### config.mk
export PLATFORM = sky130hd
export DESIGN_NAME = shift_right_seq
export DESIGN_NICKNAME = d
export VERILOG_FILES = /design/src/rtl/shift_pkg.sv /design/src/rtl/lane_shift_step.sv /design/src/rtl/shift_right_seq.sv
export SDC_FILE = /design/constraint.sdc
export NUM_CORES = 1
export LEC_CHECK = 0
export ABC_AREA = 1
export ABC_CLOCK_PERIOD_IN_PS = 5100
export CORE_ASPECT_RATIO = 1.2
export CORE_MARGIN = 1
export CORE_UTILIZATION = 35
export DETAILED_ROUTE_END_ITERATION = 6
export HOLD_SLACK_MARGIN = 0.03
export PLACE_DENSITY = 0.64
export SYNTH_ARGS = -nofsm -noshare
export SYNTH_HDL_FRONTEND = slang
export SYNTH_SLANG_ARGS = --single-unit
### constraint.sdc
create_clock -name clk -period 5.1 [get_ports clk]
set_input_delay 0.51 -clock clk [delete_from_list [all_inputs] [get_ports clk]]
set_output_delay 0.51 -clock clk [all_outputs]
set_load 0.005 [all_outputs]
### src/rtl/shift_pkg.sv
// Shared constants and FSM encoding for the lane-based right shifter.
package shift_pkg;

  localparam int LANE_W   = 5;
  localparam int LANES    = 10;
  localparam int MAX_STEP = 4;
  localparam int DATA_W   = LANE_W * LANES;

  typedef enum logic [1:0] {
    IDLE  = 2'd0,
    SHIFT = 2'd1,
    DONE  = 2'd2
  } state_t;

  // Lanes moved in one SHIFT cycle: min(remaining, MAX_STEP).
  function automatic logic [2:0] step_of(input logic [3:0] remaining);
    if (remaining > 4'(MAX_STEP)) return 3'(MAX_STEP);
    else                          return remaining[2:0];
  endfunction

endpackage

### src/rtl/lane_shift_step.sv
// Combinational 0..4-lane right shift; vacated upper lanes take the fill value.
module lane_shift_step
  import shift_pkg::*;
(
  input  logic [DATA_W-1:0] data_i,
  input  logic [2:0]        step_i,
  input  logic [LANE_W-1:0] fill_i,
  output logic [DATA_W-1:0] data_o
);

  always_comb begin
    data_o = '0;
    for (int i = 0; i < LANES; i++) begin
      if (i + int'(step_i) < LANES) begin
        data_o[i*LANE_W +: LANE_W] = data_i[(i + int'(step_i))*LANE_W +: LANE_W];
      end else begin
        data_o[i*LANE_W +: LANE_W] = fill_i;
      end
    end
  end

endmodule

### src/rtl/shift_right_seq.sv
// Multi-cycle lane right shifter: up to MAX_STEP lanes per SHIFT cycle, result held in DONE.
//
// Handshakes: a transfer happens on a rising edge where valid and ready are both 1;
// valid is held with stable payload until that edge, and ready never depends on valid.
module shift_right_seq
  import shift_pkg::*;
(
  input  logic              clk,
  input  logic              rst,
  input  logic              req_valid,
  output logic              req_ready,
  input  logic [49:0]       req_data,
  input  logic [3:0]        req_amount,
  input  logic [4:0]        req_fill,
  output logic              resp_valid,
  input  logic              resp_ready,
  output logic [49:0]       resp_data,
  output logic              resp_err,
  output logic [1:0]        dbg_state
);

  state_t            state_q, state_d;
  logic [3:0]        rem_q, rem_d;
  logic [DATA_W-1:0] work_q, work_d;
  logic [LANE_W-1:0] fill_q, fill_d;
  logic              err_q, err_d;

  logic [2:0]        step;
  logic [3:0]        rem_after;
  logic [DATA_W-1:0] shifted;

  assign step      = step_of(rem_q);
  assign rem_after = rem_q - {1'b0, step};

  lane_shift_step u_step (
    .data_i (work_q),
    .step_i (step),
    .fill_i (fill_q),
    .data_o (shifted)
  );

  always_ff @(posedge clk) begin
    if (rst) begin
      state_q <= IDLE;
      rem_q   <= '0;
      work_q  <= '0;
      fill_q  <= '0;
      err_q   <= 1'b0;
    end else begin
      state_q <= state_d;
      rem_q   <= rem_d;
      work_q  <= work_d;
      fill_q  <= fill_d;
      err_q   <= err_d;
    end
  end

  always_comb begin
    state_d = state_q;
    rem_d   = rem_q;
    work_d  = work_q;
    fill_d  = fill_q;
    err_d   = err_q;
    case (state_q)
      IDLE: begin
        if (req_valid) begin
          work_d = req_data;
          fill_d = req_fill;
          rem_d  = req_amount;
          err_d  = 1'b0;
          if (req_amount == 4'd0) begin
            state_d = DONE;
          end else if (req_amount > 4'(LANES)) begin
            // Out-of-range amounts shift everything out: answer directly with all-fill.
            work_d  = {LANES{req_fill}};
            rem_d   = '0;
            err_d   = 1'b1;
            state_d = DONE;
          end else begin
            state_d = SHIFT;
          end
        end
      end
      SHIFT: begin
        work_d = shifted;
        rem_d  = rem_after;
        if (rem_after == 4'd0) state_d = DONE;
      end
      DONE: begin
        if (resp_ready) state_d = IDLE;
      end
      default: state_d = IDLE;
    endcase
  end

  assign req_ready  = (state_q == IDLE);
  assign resp_valid = (state_q == DONE);
  assign resp_data  = work_q;
  assign resp_err   = err_q;
  assign dbg_state  = state_q;

endmodule

==> qor.txt <==
I/O Buffers - 117
Failing checks - DRC
Synth Warn # - 0
PostCTS Resize Cnt - 0
Sequential Area - 1241 um2
Area occupied by multi-input gates - 8881 um2
Final #Nets - 2,385
Mapped cell area - 11,300 um2
Status - finished with violations
DRC - 6
Largest net degree at the start of global routing - 55
CP Capture Type - register
Die area - 33,010 um2
Max Root-Sink Buffers - 2
Share of cells above drive strength 1 - 0.03642
EDFF count, synth - 0
Skew-Pair Late Insertion Delay - 0.36 ns
Crit path from - rem_q[3]
Startpoint of the worst hold path - resp_err
Hold WC Path Type - register to register
Unrepaired setup endpoints after global routing - no
Die Ht - 198.8 um
Via Count - 16,840
Prevailing post-synth register cell - dfxtp_1
Vias per cell - 6.284
P&R area growth vs syn - 15.81%
Hold_buf cts - 0
Post-Syn Area per Cell - 5.063 um2
Setup crit start kind - register
Final Hold Vio Count - 0
Crit path max fanout - 33
Initial antenna violation count - 2
CTS root buf - clkbuf_16
#FFs+latches synth - 62
Worst reg-to-reg setup slack - 0.77 ns
RR Startpoint - rem_q[3]
Antenna cell count - 0
Starting Density - 0.3583
CP arrival - 4.62 ns
Final max-slew violation count - 0
Worst slew pin tran - 0.9816 ns
Reg clk slew, reported paths - 0.07 ns
CP required - 5.39 ns
Hold Path Sink - resp_err
Period minus WS final - 4.332 ns
Routability cong. - 1.114
Synth cell types - 44
DRT Pass-1 Iters - 7
Num CTS Buffers - 9
Setup TNS - 0 ns
Slew Limit Headroom - 0.3387
WL/cell - 27.65 um
Vias in the first global route - 15,520
Global-route wire length before repair - 105.5 mm
CORE AREA - 31,540 um2
Post-Route Skew - 0.01016 ns
Routed wire length - 74.11 mm
R2R Path End - resp_data[38]
Final setup viols - 0
CP Class - register to register
Fillers - 3,556
Asr flop ratio synth - 0
Tcrit/Tclk final - 0.8494
R2R depth - 16
H-Tree Depth - 3
GRT Resource Usage Total - 0.4407
Fmax - 230.9 MHz
Max Cap Viol - 0
GR Overflow Total - 0
ANT nets after route - 0
Die width - 166.0 um
Number of clock sinks - 62
Setup bufs post-CTS - 0
Sequential share of the synthesized area - 0.1098
Initial DRC count - 2,311
Mapped Cells - 2,232
Net count after synthesis - 2,343
Post-DP HPWL - 58.21 mm
CTS tree - built
Placement Rows - 71
Hold depth - 2
Boundary Pins - 118
## stage by stage
| step | area (um2) | utilization | setup slack [ns] | instances | hold slack, ns |
|---|---|---|---|---|---|
| 3_5_place_dp | 12760 | 0.4046 | 0.8206 | 2664 | 0.4811 |
| 3_3_place_gp | 12760 | 0.4046 | 0.9408 | 2664 | 0.4773 |
| 2_1_floorplan | 11300 | - | 1.229 | 2232 | 0.4747 |
| 4_1_cts | 13090 | 0.4150 | 0.8336 | 2680 | 0.4920 |
| 5_1_grt | 13090 | 0.4150 | 0.5865 | 2680 | 0.5216 |
| 6_report | 13090 | 0.4150 | 0.7682 | 2680 | 0.4948 |
## flip-flops by register name, summed over array words and instances, names as in the netlist
register	flops
rem_q	4
dbg_state	2
resp_err	1
resp_data	50
fill_q	5
## cell usage in the layout, fill, tap and decap left out, drive strengths merged, types with 2 or more instances in the layout
cell type	instances
nand4	11
nor3	5
bufinv	2
a31o	3
xnor2	2
a31oi	14
o21ai	109
a21oi	201
o21bai	5
ha	40
nand2	884
o31ai	6
and2	8
nand3	424
o211ai	36
clkinv	3
buf	46
clkdlybuf4s50	117
xor2	2
clkbuf	9
inv	167
nor2	88
fa	8
dfxtp	62
nand3b	17
## cell usage after synthesis, types with 3 or more instances
master | number | area, um2
nand2_2 | 3 | 18.77
fa_1 | 8 | 160.2
buf_1 | 23 | 86.33
o21ai_0 | 82 | 410.4
buf_6 | 4 | 45.04
nand4_1 | 11 | 68.82
and2_1 | 8 | 50.05
o31ai_1 | 6 | 45.04
nand2_1 | 881 | 3307
o21bai_1 | 5 | 37.54
nor3_1 | 5 | 25.02
clkbuf_1 | 86 | 322.8
a21oi_1 | 199 | 996.0
a31oi_1 | 14 | 87.58
nor2_1 | 84 | 315.3
nand3b_1 | 17 | 127.6
o21ai_1 | 27 | 135.1
ha_1 | 40 | 500.5
o211ai_1 | 36 | 270.3
buf_4 | 7 | 52.55
dfxtp_1 | 62 | 1241
nand3_1 | 424 | 2122
inv_2 | 6 | 22.52
buf_2 | 12 | 60.06
inv_1 | 158 | 593.1
## cell type report
cell class / count / share of cell area
Clock inverter: 7 / 0.007839
Multi-Input combinational cell: 1873 / 0.6786
Timing Repair Buffer: 163 / 0.1159
Inverter: 165 / 0.04732
Tap cell: 401 / 0.03834
Clock buffer: 9 / 0.01721
Sequential cell: 62 / 0.09484
## logic make-up (layout without fill, tap and decap cells)
group | Yosys count | in the layout | share of synthesized area
xor+xnor | 4 | 4 | 0.003765
other cells | 1 | 1 | 0.0003318
buf+inv | 297 | 344 | 0.1050
fa+ha+maj | 48 | 48 | 0.05846
simple gates | 1439 | 1439 | 0.5383
compound gates | 381 | 381 | 0.1843
flops | 62 | 62 | 0.1098
## layer usage
metal | global-route usage | vias to the layer above | wire, um
li1 | - | 7493 | -
met1 | 0.5007 | 7825 | 26490
met2 | 0.7237 | 1199 | 33250
met3 | 0.07979 | 323 | 7264
met4 | 0.3718 | 2 | 7087
met5 | 0 | - | 17
## worst max-delay path: stages (launching register included)
cell     delay (ns)
dfxtp_1        0.43
nor2_4         0.05
nand2_2        0.07
buf_4          0.39
ha_1           0.53
nand2_1        0.26
ha_1           0.36
ha_1           0.24
fa_1           0.78
inv_1          0.28
a21oi_1        0.18
nand3_1        0.09
nand3_1        0.09
nand3_1        0.21
nand2_1        0.13
nand2_1        0.05
a21oi_1        0.11
## worst max-delay path by stage
stage | to | slack (ns) | cells after the start
global placement | resp_data[38] | 0.94 | 16
CTS | resp_data[39] | 0.83 | 18
detailed placement | resp_data[38] | 0.82 | 16
finish | resp_data[38] | 0.77 | 16
floorplan | resp_data[39] | 1.23 | 22
global route | resp_data[39] | 0.59 | 18
Power is not shown: default switching activity piles up to over one toggle a cycle in this logic, so the estimate is an artifact.
